### config.mk
export PLATFORM = sky130hd
export DESIGN_NAME = ov7670_capture_320
export DESIGN_NICKNAME = d
export VERILOG_FILES = /design/src/rtl/ov7670_capture_320.sv
export SDC_FILE = /design/constraint.sdc
export NUM_CORES = 1
export LEC_CHECK = 0
export ABC_AREA = 0
export BUFFER_PORTS_ARGS = -buffer_cell sky130_fd_sc_hd__buf_2
export CAP_MARGIN = 20
export CORE_UTILIZATION = 36
export CTS_CLUSTER_SIZE = 28
export DETAILED_ROUTE_END_ITERATION = 16
export GPL_TIMING_DRIVEN = 1
export HOLD_SLACK_MARGIN = 0.06
export PLACE_DENSITY = 0.65
export SYNTH_ARGS = -nofsm -noshare
export SYNTH_HDL_FRONTEND = slang
export SYNTH_SLANG_ARGS = --single-unit
export TNS_END_PERCENT = 100
### constraint.sdc
create_clock -name PCLK -period 1.6 [get_ports PCLK]
set_input_delay 0.08 -clock PCLK [delete_from_list [all_inputs] [get_ports PCLK]]
set_output_delay 0.08 -clock PCLK [all_outputs]
set_load 0.05 [all_outputs]
### src/rtl/ov7670_capture_320.sv
`default_nettype none
// ============================================================================
//  Module      : ov7670_capture_320
//  Description : OV7670 RGB565 capture with 2:1 decimation in x and y
//                (640x480 -> 320x240) into a linear frame buffer.
//                Inputs are registered once; all logic runs on the
//                registered copies, with edges found against a second delay.
//  Revision    : 1.0 - initial release
// ============================================================================
module ov7670_capture_320 #(
    parameter int H_IN     = 640,
    parameter int V_IN     = 480,
    parameter int FB_DEPTH = 76800
) (
    input  logic        PCLK,
    input  logic        Nreset,
    input  logic        enable,
    input  logic        vsync,
    input  logic        href,
    input  logic [7:0]  d,
    output logic        we,
    output logic [16:0] addr,
    output logic [15:0] dout,
    output logic        busy,
    output logic        frame_done,
    output logic        overrun
);

    localparam logic [10:0] c_H_LIMIT  = 11'(H_IN);
    localparam logic [16:0] c_FB_LIMIT = 17'(FB_DEPTH);
    localparam logic [10:0] c_COL_MAX  = 11'h7FF;
    localparam logic [9:0]  c_ROW_MAX  = 10'h3FF;

    // V_IN documents the nominal frame height; rows past it are bounded by
    // the frame-buffer depth limit, which also raises the overrun flag.
    localparam int c_V_NOMINAL = V_IN;

    typedef enum logic [1:0] {
        ST_IDLE   = 2'd0,
        ST_SYNC   = 2'd1,
        ST_ACTIVE = 2'd2
    } state_t;

    state_t      r_state;
    state_t      w_state_next;

    logic        r_vs_q, r_vs_qq;
    logic        r_hr_q, r_hr_qq;
    logic [7:0]  r_d_q;

    logic        w_vs_rise, w_vs_fall, w_hr_rise, w_hr_fall;
    logic        w_enter_active, w_frame_end, w_in_active;

    logic        r_phase;
    logic [7:0]  r_high;
    logic [10:0] r_col;
    logic [9:0]  r_row;
    logic [15:0] r_pix;
    logic        r_pix_valid;
    logic        r_pix_keep;

    logic [16:0] r_addr_cnt;
    logic        r_we;
    logic [16:0] r_addr;
    logic [15:0] r_dout;
    logic        r_frame_done;
    logic        r_overrun;

    assign w_vs_rise   =  r_vs_q & ~r_vs_qq;
    assign w_vs_fall   = ~r_vs_q &  r_vs_qq;
    assign w_hr_rise   =  r_hr_q & ~r_hr_qq;
    assign w_hr_fall   = ~r_hr_q &  r_hr_qq;
    assign w_in_active = (r_state == ST_ACTIVE);

    // Single input register stage plus a delayed copy for edge detection
    always_ff @(posedge PCLK or negedge Nreset) begin
        if (!Nreset) begin
            r_vs_q  <= 1'b0;
            r_vs_qq <= 1'b0;
            r_hr_q  <= 1'b0;
            r_hr_qq <= 1'b0;
            r_d_q   <= 8'h00;
        end else begin
            r_vs_q  <= vsync;
            r_vs_qq <= r_vs_q;
            r_hr_q  <= href;
            r_hr_qq <= r_hr_q;
            r_d_q   <= d;
        end
    end

    // Frame state register
    always_ff @(posedge PCLK or negedge Nreset) begin
        if (!Nreset) begin
            r_state <= ST_IDLE;
        end else begin
            r_state <= w_state_next;
        end
    end

    // Frame state transitions; enable only matters on a vsync rising edge
    always_comb begin
        w_state_next   = r_state;
        w_enter_active = 1'b0;
        w_frame_end    = 1'b0;
        case (r_state)
            ST_IDLE: begin
                if (w_vs_rise && enable) begin
                    w_state_next = ST_SYNC;
                end
            end
            ST_SYNC: begin
                if (w_vs_fall) begin
                    w_state_next   = ST_ACTIVE;
                    w_enter_active = 1'b1;
                end
            end
            ST_ACTIVE: begin
                if (w_vs_rise) begin
                    w_frame_end  = 1'b1;
                    w_state_next = enable ? ST_SYNC : ST_IDLE;
                end
            end
            default: begin
                w_state_next = ST_IDLE;
            end
        endcase
    end

    // Byte pairing, column/row tracking and keep decision for each pixel
    always_ff @(posedge PCLK or negedge Nreset) begin
        if (!Nreset) begin
            r_phase     <= 1'b0;
            r_high      <= 8'h00;
            r_col       <= 11'd0;
            r_row       <= 10'd0;
            r_pix       <= 16'h0000;
            r_pix_valid <= 1'b0;
            r_pix_keep  <= 1'b0;
        end else if (w_enter_active) begin
            r_phase     <= 1'b0;
            r_high      <= 8'h00;
            r_col       <= 11'd0;
            r_row       <= 10'd0;
            r_pix_valid <= 1'b0;
            r_pix_keep  <= 1'b0;
        end else if (w_in_active) begin
            r_pix_valid <= 1'b0;
            if (r_hr_q) begin
                if (w_hr_rise) begin
                    // First byte of a line is always a high byte, even if
                    // the previous line ended half-way through a pixel.
                    r_high  <= r_d_q;
                    r_phase <= 1'b1;
                    r_col   <= 11'd0;
                end else if (!r_phase) begin
                    r_high  <= r_d_q;
                    r_phase <= 1'b1;
                end else begin
                    r_phase     <= 1'b0;
                    r_pix       <= {r_high, r_d_q};
                    r_pix_valid <= 1'b1;
                    r_pix_keep  <= ~r_col[0] & ~r_row[0] & (r_col < c_H_LIMIT);
                    if (r_col != c_COL_MAX) begin
                        r_col <= r_col + 11'd1;
                    end
                end
            end
            if (w_hr_fall && (r_row != c_ROW_MAX)) begin
                r_row <= r_row + 10'd1;
            end
        end else begin
            r_pix_valid <= 1'b0;
        end
    end

    // Frame-buffer write strobe, address counter and overrun flag
    always_ff @(posedge PCLK or negedge Nreset) begin
        if (!Nreset) begin
            r_we         <= 1'b0;
            r_addr       <= 17'd0;
            r_dout       <= 16'h0000;
            r_addr_cnt   <= 17'd0;
            r_frame_done <= 1'b0;
            r_overrun    <= 1'b0;
        end else begin
            r_we         <= 1'b0;
            r_frame_done <= w_frame_end;
            if (w_enter_active) begin
                r_addr_cnt <= 17'd0;
                r_overrun  <= 1'b0;
            end else if (w_in_active && !w_vs_rise && r_pix_valid && r_pix_keep) begin
                if (r_addr_cnt < c_FB_LIMIT) begin
                    r_we       <= 1'b1;
                    r_addr     <= r_addr_cnt;
                    r_dout     <= r_pix;
                    r_addr_cnt <= r_addr_cnt + 17'd1;
                end else begin
                    r_overrun  <= 1'b1;
                end
            end
        end
    end

    assign we         = r_we;
    assign addr       = r_addr;
    assign dout       = r_dout;
    assign busy       = (r_state != ST_IDLE);
    assign frame_done = r_frame_done;
    assign overrun    = r_overrun;

endmodule
`default_nettype wire

# Word-level counts from Yosys, hierarchy flattened
# Cells that the tools add are included.
[op_classes]
n_mux = 47
n_addsub = 3
eq_ne = 10
n_bitwise = 14
n_lt_le_gt_ge = 2
n_reduce_logical = 26
[ops]
columns = ["op", "count"]
rows = [
  ["two-way mux 11 bit", 6],
  ["two-way mux 17 bit", 3],
  ["two-way mux 8 bit", 5],
  ["two-way mux 10 bit", 3],
  ["two-way mux 1 bit", 26],
  ["adder 17 x 1 -> 17 bit (second input constant)", 1],
  ["< comparator 17 bit (second input constant)", 1],
  ["nonzero test 2 bit", 7],
  ["adder 11 x 1 -> 11 bit (second input constant)", 1],
  ["< comparator 11 x 10 -> 1 bit (second input constant)", 1],
  ["!= test 11 bit (second input constant)", 1],
  ["adder 10 x 1 -> 10 bit (second input constant)", 1],
  ["!= test 10 bit (second input constant)", 1],
  ["AND reduction 3 bit", 3],
  ["!= test 2 bit (second input constant)", 4],
  ["inverter 1 bit", 8],
  ["AND reduction 2 bit", 4],
  ["AND reduction 4 bit", 2],
  ["AND 1 bit", 6],
  ["two-way mux 2 bit", 3],
  ["one-hot mux 2 bit (3 select lines)", 1],
  ["nonzero test 3 bit", 2],
  ["logical AND 1 bit", 5],
  ["AND reduction 5 bit", 1],
  ["6 further kinds", 6],
]
[totals]
regBits = 115
elab_cells = 121
out_inout_bits = 37
input_bits = 13

# Logic depth before layout (Yosys ltp)
[logic_depth]
ltp_word = 8
mapped_depth = 5
mapped_depth_nobuf = 5

# Worst setup path after synthesis
# No wires, ideal clock.
[synth_timing]
kind = "register -> register"
startpoint = "register r_addr_cnt[13]"
endpoint = "register r_addr_cnt[5]"
t_arrival_ns = 1.590
slack_ns = -0.068
stages_incl_launch_ff = 6
synth_period_minus_slack_ns = 1.668
path_buffers = 1
setup_time_ns = 0.077
required_time_ns = 1.523
path_cell_list = "dfrtp_1 > a211o_1 > o21a_1 > buf_6 > or4_1 > a21oi_1"
[synth_via]
elab_chain_cells = 3
[synth_lines]
columns = ["element", "line_no", "text"]
rows = [
  ["from (decl)", "62", "logic [16:0] r_addr_cnt;"],
  ["from (signal assigned)", "197", "r_addr_cnt <= r_addr_cnt + 17'd1;"],
  ["< comparator 17 bit", "193", "if (r_addr_cnt < c_FB_LIMIT) begin"],
  ["nonzero test 2 bit (no source line)", "-", ""],
  ["AND reduction 2 bit (no source line)", "-", ""],
]
# Every way passes these cells.
# A chain may end at the register's enable or synchronous reset.

# Worst setup path after layout
[layout_timing]
startpoint = "register r_addr_cnt[13]"
endpoint = "register r_addr_cnt[13]"
[layout_via]
elab_chain_cells = 4
word_cells_on_any_way = 7
cone_classes = "add/sub (1); order compare (1); mux (3); reduce/logical (2)"
[layout_lines]
columns = ["element", "line_no", "text"]
rows = [
  ["adder 17 x 1 -> 17 bit", "197", ""],
  ["two-way mux 17 bit", "193", ""],
  ["two-way mux 17 bit", "192", "end else if (w_in_active && !w_vs_rise && r_pix_valid && r_pix_keep) begin"],
  ["two-way mux 17 bit", "189", "if (w_enter_active) begin"],
]
# Parallel ways exist; a longest one is shown, timed or not. The select of a mux whose other input is x is not followed.

==> results.yml <==
status:
  outcome: "finished with violations"
  violations: "negative setup slack"
floorplanning:
  rows: 42
  ioPinCount: 50
  die_h_um: 119
  fp.dieW_um: 119
  dieArea_sq_um: 14100
  core_area_sq_um: 13200
  start_util_pct: 37.0
logic_synthesis:
  yosys.cell_count.top_type: "dfrtp_1"
  ys.warnings.count: 0
  ys_ff_latch: 115
  synth_cells: 408
  synth_edf_count: 0
  syn_nets: 424
  synth_top_area_share_pct: 58.8
  ys.flop_type: "dfrtp_1"
  synth.avg_cell_area_sq_um: 12.0
  yosys-top-cells-area: "dfrtp_1, mux2_2, nand3_1"
  yosysUniqueCellTypes: 48
  ys_top_cells_by_count: "dfrtp_1, mux2_2, nand3_1, nand2_1"
  seq_area_frac_synth_pct: 58.8
  yosys.area.top_type: "dfrtp_1"
  async_flop_share_pct: 100
  synth_area_sq_um: 4900
placement:
  hpwl_mm: 7.62
  dpl_cell_area_sq_um: 5890
  place_congestion: 0.826
  placed_cells: 692
  port_buffers: 49
  dp_worst_setup_slack_ns: -0.169
finish:
  fin_nets: 582
  final_util_pct: 53.6
  drive_gt1_share_pct: 45.5
  layout.cells.non_filler: 754
  syn_to_final_growth_pct: 44.9
  num-fill-cells: 1128
  diodes: 0
  final_cell_area_sq_um: 7090
cts:
  cts_max_path_buffers: 2
  cts.clk_slew.worst_paths_ns: 0.06
  cts.sinks: 115
  h-tree-depth: 4
  cts_root_buffer: "clkbuf_16"
  cts_tree: "done"
  numCtsBuffers: 17
  insertion_delay_ns: 0.41
critical_path:
  critPathMaxFanout: 5
  critPathLaunchType: "flop"
  r2r_setup_slack_ns: -0.24
  critical_path_class: "flop to flop"
  cp-end-kind: "flop"
  worstPathRequired_ns: 1.91
  arrival_ns: 2.15
power:
  power.share.sequential_pct: 42.3
  vdd.ir_drop.worst_v: 0.000883
  p_comb_share_pct: 11.6
  p_sw_share_pct: 23.6
  power_density_nw_per_um2: 1130
  p_leak_uw: 0.00340
  intPower_uw: 6140
  p_sw_uw: 1900
  p_clk_share_pct: 46.1
sta:
  finalSetupViolCount: 46
  fin_crit_sh_pct: 115
  setup_tns_ns: -4.52
  min_period_ns: 1.84
  hold_viol_final: 0
  relSlewSlack_pct: 72.2
  clock_skew_ns: 0.00671
  rsz0062_at_grt: "yes"
  fmax_ghz: 0.545
  tightest_slew_ns: 0.417
  setup_ws_ns: -0.236
  slew_violations: 0
detailed_routing:
  vias_per_cell: 5.23
  ant_nets: 0
  dr.pass1.iters: 5
  vias: 3945
  remaining_drc_errors: 0
  drt_iter0_drc: 233
  wire_per_inst_um: 16.1
  routed_wirelength_mm: 12.1
grt:
  antenna_found_initial: 0
  grt_pass1_vias: 3989
  overflow: 0
  grt_use_total_pct: 17.8
  grt_max_degree: 66
  grt_first_pass_wirelength_mm: 19.4
hold_path:
  hold_class: "input port to asynchronous set/reset pin"
flow_run:
  maxCapViolCount: 0
==> per-stage QoR <==
stage	total power, uW	hold WS (ns)
floorplan	3830	-0.216
global placement	4170	0.105
detailed placement	4220	0.106
CTS	8020	0.206
global route	8360	0.212
finish	8040	0.199
==> flip-flops by register name, indices dropped and copies added (netlist names), 8 cells and up <==
name and count:
dout 16, r_row 10, r_high 8, r_addr_cnt 17, r_col 11, r_pix 16
r_d_q 8, addr 17
==> cells in the final DEF, fill, tap and decap left out, drive strengths merged, types with 6 or more instances in the layout <==
| master | n |
|---|---|
| buf | 140 |
| dfrtp | 115 |
| mux2 | 48 |
| nand3 | 27 |
| nand2 | 26 |
| clkbuf | 22 |
| o21ai | 18 |
| a21oi | 16 |
| inv | 13 |
| dlygate4sd3 | 12 |
| nor2 | 10 |
| a22o | 9 |
| nand4 | 8 |
| o211ai | 8 |
| mux2i | 8 |
| or4 | 8 |
| o31ai | 7 |
| nand2b | 7 |
| a31oi | 7 |
| nor3 | 7 |
| or3 | 6 |
| and3 | 6 |
==> metal layers <==
layer  part of all wire, %  wire [um]  global-route usage [%]  vias up
li1                      -          -                       -     1842
met1                    43       5240                    21.6     1961
met2                    50       6040                    28.4      117
met3                   4.6        555                    6.85       25
met4                   2.2        262                    6.80        0
met5                     0          0                       0        -
==> power by group through the flow <==
stage	sequential [uW]	combinational (uW)	clock (uW)
final	3400	931	3700
after global routing	3440	1020	3910
after CTS	3390	851	3770
after detailed placement	3440	785	0
after global placement	3410	759	0
after floorplan	3380	444	0
==> critical path: stages (launching register included) <==
cell     delay, ns
dfrtp_1       0.41
a211o_1       0.29
o21a_2        0.27
or4b_4        0.54
mux2i_1       0.23
==> worst paths after layout <==
check                                                start                    endpoint  cells after the start
max in group asynchronous                           Nreset   r_addr_cnt[6]$_DFFE_PN0P_                      3
worst max register to register  r_addr_cnt[13]$_DFFE_PN0P_  r_addr_cnt[13]$_DFFE_PN0P_                      4
worst max-delay path            r_addr_cnt[13]$_DFFE_PN0P_  r_addr_cnt[13]$_DFFE_PN0P_                      4
min in group PCLK                                     d[3]          r_d_q[3]$_DFF_PN0_                      2
worst min-delay path                                Nreset        r_col[0]$_DFFE_PN0P_                      3
worst min register to register            r_vs_q$_DFF_PN0_           r_vs_qq$_DFF_PN0_                      0
==> repair_timing <==
action / 4_1_cts / 5_1_grt
hold buffers: 12 / 0
resized for setup: 20 / 58
pin swaps: 14 / 19
setup endpoints to repair: 62 / 95
cloned: 0 / 2
setup buffers: 8 / 10
endpoints found under the hold margin: 126 / 0
==> cells by family (layout without fill, tap and decap cells) <==
group                    count (synthesis)  in the layout  share of synthesized area, %
buffers and inverters                   27            197                          2.38
AO/OA/AOI/OAI                           80             80                          10.9
AND/OR/NAND/NOR                        126            126                          14.4
XOR/XNOR                                 1              1                         0.179
adder cells (fa/ha/maj)                  3              3                         0.767
multiplexers                            56             56                          12.7
flip-flops                             115            115                          58.8
==> area by class of cell <==
type,count,area (sq um),area share (%)
clock buffers,21,440,6.21
clock inverters,10,135,1.90
inverters,13,51.3,0.723
multi-input cells,266,2190,30.9
flip-flops and latches,115,2880,40.6
well taps,176,220,3.10
repair buffers,153,1170,16.6
No activity file was read; power rests on OpenSTA's default activity.
